--- src/rtl/td4_datapath.sv ---
// td4_datapath: register/ALU stage of the TD4 CPU.
// Holds registers A, B, OUT, PC and the carry flag C. A source mux selects A, B,
// IN or zero. Its output is added to the instruction immediate. The sum loads
// whichever registers the active-low ld vector selects. PC loads the sum, or
// increments when ld[3] is high.
// Optional build macro: TD4_STEP_EN adds a single-step button input 'step'.
// When it is defined, state updates only on a synchronized rising edge of step.
// PC_WIDTH must lie between 2 and WIDTH inclusive.
module td4_datapath #(
  parameter int WIDTH    = 4,
  parameter int PC_WIDTH = 4
) (
  input  logic                clk,
  input  logic                rst,
`ifdef TD4_STEP_EN
  input  logic                step,
`endif
  input  logic [1:0]          sel,
  input  logic [3:0]          ld,
  input  logic [WIDTH-1:0]    im,
  input  logic [WIDTH-1:0]    in_port,
  output logic [WIDTH-1:0]    a,
  output logic [WIDTH-1:0]    b,
  output logic [WIDTH-1:0]    out_port,
  output logic [PC_WIDTH-1:0] pc,
  output logic                c
);

  localparam logic [PC_WIDTH-1:0] PC_ONE  = {{(PC_WIDTH-1){1'b0}}, 1'b1};
  localparam logic [WIDTH-1:0]    ZERO_W  = {WIDTH{1'b0}};
  localparam logic [PC_WIDTH-1:0] ZERO_PC = {PC_WIDTH{1'b0}};

  logic [WIDTH-1:0]    a_q, a_d;
  logic [WIDTH-1:0]    b_q, b_d;
  logic [WIDTH-1:0]    out_q, out_d;
  logic [PC_WIDTH-1:0] pc_q, pc_d;
  logic                c_q, c_d;

  logic [WIDTH-1:0]    src_s;
  logic [WIDTH:0]      add_s;
  logic [WIDTH-1:0]    sum_s;
  logic                co_s;
  logic                en_s;

`ifdef TD4_STEP_EN
  // The step button is asynchronous. Two flops resynchronize it, and a third
  // flop remembers the previous synchronized level for edge detection.
  logic [1:0] step_sync_q;
  logic       step_prev_q;

  // Synchronize the step button and keep its previous level.
  always_ff @(posedge clk or posedge rst) begin
    if (rst) begin
      step_sync_q <= 2'b00;
      step_prev_q <= 1'b0;
    end else begin
      step_sync_q <= {step_sync_q[0], step};
      step_prev_q <= step_sync_q[1];
    end
  end

  assign en_s = step_sync_q[1] & ~step_prev_q;
`else
  assign en_s = 1'b1;
`endif

  // Source mux. Every code other than 00/01/10, including unknowns, selects zero.
  always_comb begin
    src_s = ZERO_W;
    case (sel)
      2'b00:   src_s = a_q;
      2'b01:   src_s = b_q;
      2'b10:   src_s = in_port;
      default: src_s = ZERO_W;
    endcase
  end

  // Adder with no carry-in. The extra top bit is the carry-out.
  always_comb begin
    add_s = {1'b0, src_s} + {1'b0, im};
    sum_s = add_s[WIDTH-1:0];
    co_s  = add_s[WIDTH];
  end

  // Next state. Only an explicit 0 on a load bit loads. Several low bits all
  // load the same sum. C takes the carry on every enabled edge.
  always_comb begin
    a_d   = a_q;
    b_d   = b_q;
    out_d = out_q;
    pc_d  = pc_q;
    c_d   = c_q;
    if (en_s) begin
      if (ld[0] == 1'b0) a_d = sum_s;
      else               a_d = a_q;
      if (ld[1] == 1'b0) b_d = sum_s;
      else               b_d = b_q;
      if (ld[2] == 1'b0) out_d = sum_s;
      else               out_d = out_q;
      if (ld[3] == 1'b0) pc_d = sum_s[PC_WIDTH-1:0];
      else               pc_d = pc_q + PC_ONE;
      c_d = co_s;
    end else begin
      a_d   = a_q;
      b_d   = b_q;
      out_d = out_q;
      pc_d  = pc_q;
      c_d   = c_q;
    end
  end

  // Architectural state registers. Reset clears them asynchronously.
  always_ff @(posedge clk or posedge rst) begin
    if (rst) begin
      a_q   <= ZERO_W;
      b_q   <= ZERO_W;
      out_q <= ZERO_W;
      pc_q  <= ZERO_PC;
      c_q   <= 1'b0;
    end else begin
      a_q   <= a_d;
      b_q   <= b_d;
      out_q <= out_d;
      pc_q  <= pc_d;
      c_q   <= c_d;
    end
  end

  assign a        = a_q;
  assign b        = b_q;
  assign out_port = out_q;
  assign pc       = pc_q;
  assign c        = c_q;

endmodule

--- config.mk ---
export PLATFORM = sky130hd
export DESIGN_NAME = td4_datapath
export DESIGN_NICKNAME = d
export VERILOG_FILES = /design/src/rtl/td4_datapath.sv
export SDC_FILE = /design/constraint.sdc
export NUM_CORES = 1
export LEC_CHECK = 0
export ABC_AREA = 1
export BUFFER_PORTS_ARGS = -buffer_cell sky130_fd_sc_hd__buf_2
export CAP_MARGIN = 15
export CORE_UTILIZATION = 35
export DETAILED_ROUTE_END_ITERATION = 16
export HOLD_SLACK_MARGIN = 0.12
export SYNTH_ARGS = -nofsm -noshare
export SYNTH_HDL_FRONTEND = slang
export SYNTH_SLANG_ARGS = --single-unit
--- constraint.sdc ---
create_clock -name clk -period 1.8 [get_ports clk]
set_input_delay 0.36 -clock clk [delete_from_list [all_inputs] [get_ports clk]]
set_output_delay 0.36 -clock clk [all_outputs]
set_load 0.03 [all_outputs]
After elaboration in Yosys (flattened, before gate mapping)
Cells that the tools add are included.
{"block": "word_totals", "wordCells": 12, "inputBits": 16, "out_inout_bits": 17, "regBits": 17}
{"block": "classes", "n_addsub": 2, "muxes": 2, "eq_ne": 2, "n_reduce_logical": 1}
{"cell": "4-bit one-hot mux with 3 select lines", "count": 1}
{"cell": "4-bit by 4-bit adder with 5-bit output", "count": 1}
{"cell": "4-bit by 1-bit adder with 4-bit output (second input constant)", "count": 1}
{"cell": "4-bit 2-to-1 mux", "count": 1}
{"cell": "2-bit by 1-bit == test with 1-bit output (second input constant)", "count": 1}
{"cell": "2-bit == test (second input constant)", "count": 1}
{"cell": "2-bit logical NOT", "count": 1}

Logic depth before layout (Yosys ltp)
Gate-level depths: netlist (run 1).
{"block": "logic_depth", "word_depth": 4, "depth_mapped": 11, "ltp_nobuf": 11}

Worst setup path after synthesis (run 1)
Ideal clock, no wire load.
{"block": "synth_path", "kind": "register to register", "from": "reg b_q[0] (netlist: b[0])", "to": "reg a_q[2] (netlist: a[2])", "t_arrival_ps": 1661, "stages_incl_launch_ff": 8, "period_less_slack_ps": 1788, "t_required_ps": 1673, "setup_ps": 127, "slack_ps": 12, "path_buffers": 0, "path_cell_list": "dfrtp_1 -> nand3_1 -> nand3_1 -> ha_1 -> inv_1 -> fa_1 -> xor2_1 -> o21ai_1"}
{"block": "synth_via", "elab_chain_cells": 2}
{"element": "start, declared", "line_no": "34", "source": "logic [WIDTH-1:0] b_q, b_d;"}
{"element": "start signal, assigned", "line_no": "116", "source": "b_q <= ZERO_W;"}
{"element": "start signal, assigned", "line_no": "122", "source": "b_q <= b_d;"}
{"element": "4-bit one-hot mux with 3 select lines", "line_no": "70", "source": "case (sel)"}
{"element": "4-bit by 4-bit adder with 5-bit output", "line_no": "80", "source": "add_s = {1'b0, src_s} + {1'b0, im};"}
{"element": "end signal, assigned", "line_no": "115", "source": "a_q <= ZERO_W;"}
{"element": "end signal, assigned", "line_no": "121", "source": "a_q <= a_d;"}
{"element": "end, declared", "line_no": "33", "source": "logic [WIDTH-1:0] a_q, a_d;"}
Every way passes these cells.
A chain may end at the register's enable or synchronous reset.

Worst setup path after layout (run 1)
Ends and elaborated chain as after synthesis.

==> reports/metrics.csv, run 1 <==
stage,metric,value,unit
timing,final setup vio count,0,
synthesis,Ys Warns,0,
grt,initial antenna violation count,0,
setup_path,Crit Path Class,register to register,
setup_path,Worst path slowest cell,fa_1,
job,MaxCap Viol Count,0,
clocking,number of H-tree levels,1,
clocking,worst-skew pair later-pin latency,0.29,ns
setup_path,CP endpoint kind,register,
routing,final WL,2.06,mm
cells_and_area,# nets final,172,
timing,final hold vios,0,
power_and_ir_drop,Sw Pwr,0.000594,W
setup_path,WP data arrival,1.89,ns
routing,router iterations before antenna repair,4,
outcome,status,finished clean,
power_and_ir_drop,internal power,0.000759,W
timing,setup ws final,0.130,ns
floorplan,row count,17,
floorplan,die height,52.3,um
power_and_ir_drop,Peak VDD IR,0.000614,V
power_and_ir_drop,pwr dens,1170,nW/um^2
power_and_ir_drop,Net Sw Frac,0.439,
synthesis,Post-Syn Area,886,um^2
min_path,worst hold path type,input port to asynchronous set/reset pin,
routing,ANT nets after route,0,
cells_and_area,fin util,0.502,
power_and_ir_drop,Combinational Power Share,0.441,
grt,largest net degree at the start of global routing,18,
timing,min Tclk post-route,1.67,ns
power_and_ir_drop,P_leak,0.651,nW
synthesis,post-synthesis sequential area ratio,0.480,
floorplan,starting density of the core,0.386,
clocking,Worst-path clk slew,0.10,ns
clocking,CTS tree,done,
synthesis,Syn Inst Count,107,
timing,Final Max Tran Viols,0,
power_and_ir_drop,sequential power share,0.407,
routing,drt wl/cell,11.6,um
synthesis,Avg Synthesized Cell Area,8.28,um^2
setup_path,CP peak stage delay,0.42,ns
routing,via/cell ratio,4.79,
cells_and_area,layout cells sized above 1,0.289,
power_and_ir_drop,Clock Power Share,0.152,
setup_path,Critical Path Most Common Cell,nand3_1,
routing,routed via count,847,
clocking,total CTS buffers,3,
floorplan,Die Area,2740,um^2
clocking,cts hold-fix bufs,0,
clocking,Max Root-Sink Buffers,2,
timing,fin crit share,0.928,
cells_and_area,area grow syn2layout,30.1,%
place,PortBufs,32,
timing,Clock Skew,0.00577,ns
setup_path,register-to-register setup slack,0.13,ns
place,HPWL after DPL,1.66,mm
cells_and_area,Fill cells,241,
timing,RSZ-0062 raised after global routing,no,
synthesis,Cell variety after synth,16,
setup_path,crit path cell chain,"nand3_1, nand3_1, ha_1, inv_1, fa_1, xor2_1, buf_4, o21ai_1",
timing,relative slew slack,0.574,
timing,worst-margin pin slew,0.638,ns
grt,number of global-route vias before repair,725,
floorplan,die width,52.3,um
clocking,clk sinks,17,
floorplan,IO Count,33,
setup_path,FF-to-FF End,a[2],
place,Final Wtd Congestion,0.791,
cells_and_area,antenna cell count,0,
setup_path,Setup crit start kind,register,
grt,first-pass GRT wire length,3.17,mm
place,DP Worst Slack,-0.146,ns
routing,number of DRC markers in iteration 0,13,
grt,GRT overflow,0,
routing,DRC,0,
clocking,clock root buffer,clkbuf_4,
setup_path,WP data required,2.02,ns
floorplan,CORE AREA,2300,um^2
cells_and_area,register area,425,um^2
timing,Fmax,599,MHz
synthesis,register bit count reported by yosys,17,
grt,Overall Global Routing Usage,0.161,
setup_path,Reg2Reg Depth,8,
cells_and_area,Multi-input gate area,404,um^2
synthesis,post-synthesis net count,129,
setup_path,reg2reg start,b[0],
setup_path,CP max FO,4,
==> cell families (layout without fill, tap and decap cells) <==
family                   Yosys count  count (layout)  share of synthesized area
AO/OA/AOI/OAI                     15              15                     0.0876
XOR/XNOR                           2               2                     0.0198
adder cells (fa/ha/maj)            6               6                     0.0932
buffers and inverters             15              57                     0.0636
flip-flops                        17              17                      0.480
AND/OR/NAND/NOR                   52              52                      0.256
==> metal layers <==
metal	share of wire	wire, um	GRT usage	up-vias
met3	0.031	63	0.0261	4
met1	0.48	989	0.207	388
met2	0.48	978	0.272	18
met5	0	0	0	-
li1	-	-	-	437
met4	0.012	24	0.0526	0
==> worst max-delay path: cells and delay by family, from the launching register on <==
family	cells	cell delay [ns]
adders and majority gates	2	0.58
DFF	1	0.37
buffers and inverters	2	0.21
and+or+nand+nor	2	0.17
xor gates and xnor gates	1	0.16
AOI/OAI and AO/OA	1	0.12
==> registers in the layout, indices dropped and copies added, names as in the netlist <==
register	count
a	4
b	4
out_port	4
pc	4
c	1
==> how the worst max path moves through the flow <==
stage | from | end | slack (ns) | cells after the start
after floorplan | b[0] | a[2] | 0.01 | 7
after global placement | sel[1] | a[2] | -0.07 | 10
after detailed placement | sel[1] | b[2] | -0.15 | 10
after CTS | b[0] | a[2] | 0.11 | 8
after global routing | b[0] | out_port[2] | 0.002 | 8
final | b[0] | a[2] | 0.13 | 8
==> cell type report <==
type                    instances  share of cell area
flip-flops and latches         17               0.369
multi-input cells              75               0.351
repair buffers                 38               0.178
inverters                      15              0.0489
well taps                      28              0.0304
clock buffers                   4              0.0228
==> cells in the mapped netlist <==
library cell / n / share of area
nand4_1: 1 / 0.0071
a21oi_1: 2 / 0.011
nor2_2: 1 / 0.0071
o21ai_0: 8 / 0.045
o31ai_1: 1 / 0.0085
o21ai_1: 4 / 0.023
ha_1: 5 / 0.071
fa_1: 1 / 0.023
nand3_1: 19 / 0.11
nor2_1: 2 / 0.0085
nand2_1: 28 / 0.12
dfrtp_1: 17 / 0.48
xor2_1: 2 / 0.020
and3_1: 1 / 0.0071
inv_1: 14 / 0.059
inv_2: 1 / 0.0042
==> cells in the final DEF, fill, tap and decap left out, drive strengths merged <==
master and instances:
ha 5, fa 1, nand2 28, dfrtp 17, and3 1, o31ai 1
inv 15, clkbuf 4, buf 38, o21ai 12, nand4 1, nand3 19
nor2 3, a21oi 2, xor2 2
==> power by group through the flow <==
stage                     Combinational (W)  Clock, W  Sequential (W)
final                              0.000597  0.000205        0.000551
after global routing               0.000651  0.000228        0.000566
after CTS                          0.000596  0.000208        0.000552
after detailed placement           0.000595         0        0.000559
after global placement             0.000589         0        0.000559
after floorplan                    0.000199         0        0.000745
==> stage by stage <==
step	total power [W]	setup TNS, ns	cell area [um^2]	std cells	hold slack, ns
4_1_cts	0.00136	0	1140	176	0.165
6_report	0.00135	0	1150	177	0.138
5_1_grt	0.00145	0	1150	177	0.192
2_1_floorplan	0.000943	0	886	107	0.286
3_3_place_gp	0.00115	-0.523	1120	172	0.460
3_5_place_dp	0.00115	-1.14	1120	172	0.461
==> what timing repair did <==
item / in CTS / in global routing
setup buffers: 0 / 1
hold endpoints to repair: 0 / 0
endpoints found under the setup margin: 0 / 4
gates resized for setup: 0 / 0
(Power assumes the default switching activity.)
==> run 2, diff against run 1 <==
Settings changed: CELL_PAD_IN_SITES_DETAIL_PLACEMENT from default to 1, CELL_PAD_IN_SITES_GLOBAL_PLACEMENT from default to 2, CORE_UTILIZATION 35 to 26, PLACE_DENSITY_LB_ADDON from default to 0.1.
==> run 2 against run 1 <==
Clock power increased by 5%. Sequential share of layout area decreased by 2.3 points. Sequential cell count unchanged. Clock skew increased by 0.0043 ns. Critical endpoint is now b[2]. Critical path depth unchanged. Non-clock buffer count increased by 4. Worst setup slack improved by 0.0037 ns. Count of clock-buffer cells in the layout decreased by 1. Die area increased by 33%. Hold slack got worse by 0.015 ns. Via count increased by 3.9%. Highest routed layer unchanged. Sequential power increased by 0.9%.
==> reports/metrics.csv, run 2 (synthesis gave the netlist of run 1 again) <==
stage,metric,value,unit,change
routing,via/cell ratio,4.47,,was 4.79
floorplan,IO Count,33,,unchanged
place,DP Worst Slack,-0.197,ns,was -0.146 ns
cells_and_area,"commonest non-fill, non-tap cells in the layout","buf_2, nand2_1, dfrtp_1, nand3_1, inv_1",,"was buf_2, nand2_1, nand3_1, dfrtp_1, inv_1"
clocking,number of H-tree levels,1,,unchanged
routing,routed via count,880,,was 847
floorplan,CORE AREA,3150,um^2,was 2300 um^2
clocking,clk sinks,17,,unchanged
timing,min Tclk post-route,1.67,ns,about the same
setup_path,WP data required,2.04,ns,was 2.02 ns
power_and_ir_drop,pwr dens,1140,nW/um^2,was 1170 nW/um^2
job,MaxCap Viol Count,0,,unchanged
setup_path,FF-to-FF End,b[2],,was a[2]
timing,RSZ-0062 raised after global routing,no,,unchanged
clocking,cts hold-fix bufs,0,,unchanged
routing,router iterations before antenna repair,4,,unchanged
setup_path,Crit Path Class,register to register,,unchanged
timing,Fmax,600,MHz,was 599 MHz
timing,Setup TNS Final,0,ns,unchanged
timing,worst-margin pin slew,0.644,ns,was 0.638 ns
floorplan,Die Area,3640,um^2,was 2740 um^2
cells_and_area,antenna cell count,0,,unchanged
setup_path,crit path from,b[0],,unchanged
grt,GRT overflow,0,,unchanged
clocking,CTS tree,done,,unchanged
setup_path,CP endpoint kind,register,,unchanged
setup_path,Reg2Reg Depth,8,,unchanged
power_and_ir_drop,P_leak,0.676,nW,was 0.651 nW
power_and_ir_drop,Peak VDD IR,0.000449,V,was 0.000614 V
cells_and_area,Fill cells,410,,was 241
timing,final setup vio count,0,,unchanged
place,PortBufs,32,,unchanged
place,Final Wtd Congestion,0.738,,was 0.791
grt,Overall Global Routing Usage,0.158,,was 0.161
timing,fin crit share,0.926,,was 0.928
floorplan,row count,20,,was 17
min_path,worst hold path type,input port to asynchronous set/reset pin,,unchanged
cells_and_area,"commonest non-fill, non-tap cell in the layout",buf_2,,unchanged
timing,Clock Skew,0.0101,ns,was 0.00577 ns
setup_path,WP data arrival,1.90,ns,was 1.89 ns
grt,first-pass GRT wire length,4.17,mm,was 3.17 mm
place,post-placement cell area,1180,um^2,was 1120 um^2
setup_path,Setup crit start kind,register,,unchanged
timing,relative slew slack,0.570,,was 0.574
clocking,Worst-path clk slew,0.11,ns,was 0.10 ns
cells_and_area,# nets final,176,,was 172
place,HPWL after DPL,1.98,mm,was 1.66 mm
cells_and_area,fin util,0.390,,was 0.502
clocking,worst-skew pair later-pin latency,0.30,ns,was 0.29 ns
cells_and_area,Layout Cells excl Fill,197,,was 177
outcome,status,finished clean,,unchanged
setup_path,register-to-register setup slack,0.13,ns,about the same
routing,DRC,0,,unchanged
setup_path,CP max FO,4,,unchanged
timing,setup ws final,0.134,ns,was 0.130 ns
floorplan,die height,60.4,um,was 52.3 um
clocking,total CTS buffers,3,,unchanged
clocking,clock root buffer,clkbuf_4,,unchanged
timing,Final Max Tran Viols,0,,unchanged
place,dpl cells,193,,was 172
setup_path,reg2reg start,b[0],,unchanged
clocking,Max Root-Sink Buffers,2,,unchanged
cells_and_area,area grow syn2layout,38.8,%,was 30.1%
routing,ANT nets after route,0,,unchanged
floorplan,die width,60.4,um,was 52.3 um
setup_path,CP Capture Point,b[2],,was a[2]
cells_and_area,layout cells sized above 1,0.353,,was 0.289
timing,final hold vios,0,,unchanged
grt,initial antenna violation count,0,,unchanged
routing,final WL,2.49,mm,was 2.06 mm
grt,number of global-route vias before repair,904,,was 725
floorplan,starting density of the core,0.281,,was 0.386
cells_and_area,Final Instance Area,1230,um^2,was 1150 um^2
routing,number of DRC markers in iteration 0,31,,was 13
routing,drt wl/cell,12.6,um,was 11.6 um
grt,largest net degree at the start of global routing,18,,unchanged
-- run 2: changes by cell type in the layout (fill, tap and decap cells not counted) --
cell        change
clkbuf_1        -1
ha_1            -1
buf_4           +4
nand3_2         +3
o21ai_1         -1
nand3_1         -3
clkinvlp_4      +1
fa_2            +1
fa_1            -1
ha_2            +1
o21ai_2         +1
-- run 2: power breakdown --
part	switching (W)	internal, W
combinational	0.000419	0.000214
clock	0.000130	0.0000848
sequential	0.0000793	0.000477
-- run 2: repair_timing --
action	4_1_cts	5_1_grt
gates resized for setup	0	6
buffers inserted	0	0
setup endpoints to repair	0	4
-- run 2: per-stage QoR --
step	hold WS (ns)	total power [W]
floorplan	0.286	0.000943
global placement	0.465	0.00119
detailed placement	0.472	0.00120
CTS	0.145	0.00141
global route	0.169	0.00152
finish	0.123	0.00140
-- run 2: critical path, stage by stage (launching register included) --
cell and delay [ns]:
dfrtp_1 0.40, nand3_2 0.09, nand3_2 0.09, ha_2 0.17, inv_1 0.05, fa_2 0.37, xor2_1 0.15, buf_4 0.16
o21ai_1 0.12
-- run 2: layout make-up --
class                      instances  area (um^2)  share of cell area
inverter                          15         56.3              0.0458
clock buffer                       3         22.5              0.0183
timing repair buffer              42          235               0.191
sequential                        17          425               0.346
clock inverter                     1         7.51             0.00610
multi-input combinational         75          428               0.348
tap                               44         55.1              0.0448
-- run 2: worst min-delay path by stage --
stage,start,cells after the start,to
6_report,rst,2,a[2]
5_1_grt,rst,2,a[2]
4_1_cts,rst,2,a[2]
3_5_place_dp,out_port[1],2,out_port[1]
3_3_place_gp,out_port[1],2,out_port[1]
2_1_floorplan,rst,1,a[0]
-- run 2: per-layer routing --
metal,vias up,GRT usage,share of wire
li1,440,-,-
met1,420,0.211,0.47
met2,18,0.257,0.49
met3,2,0.0448,0.035
met4,0,0.0299,0.0036
met5,-,0,0
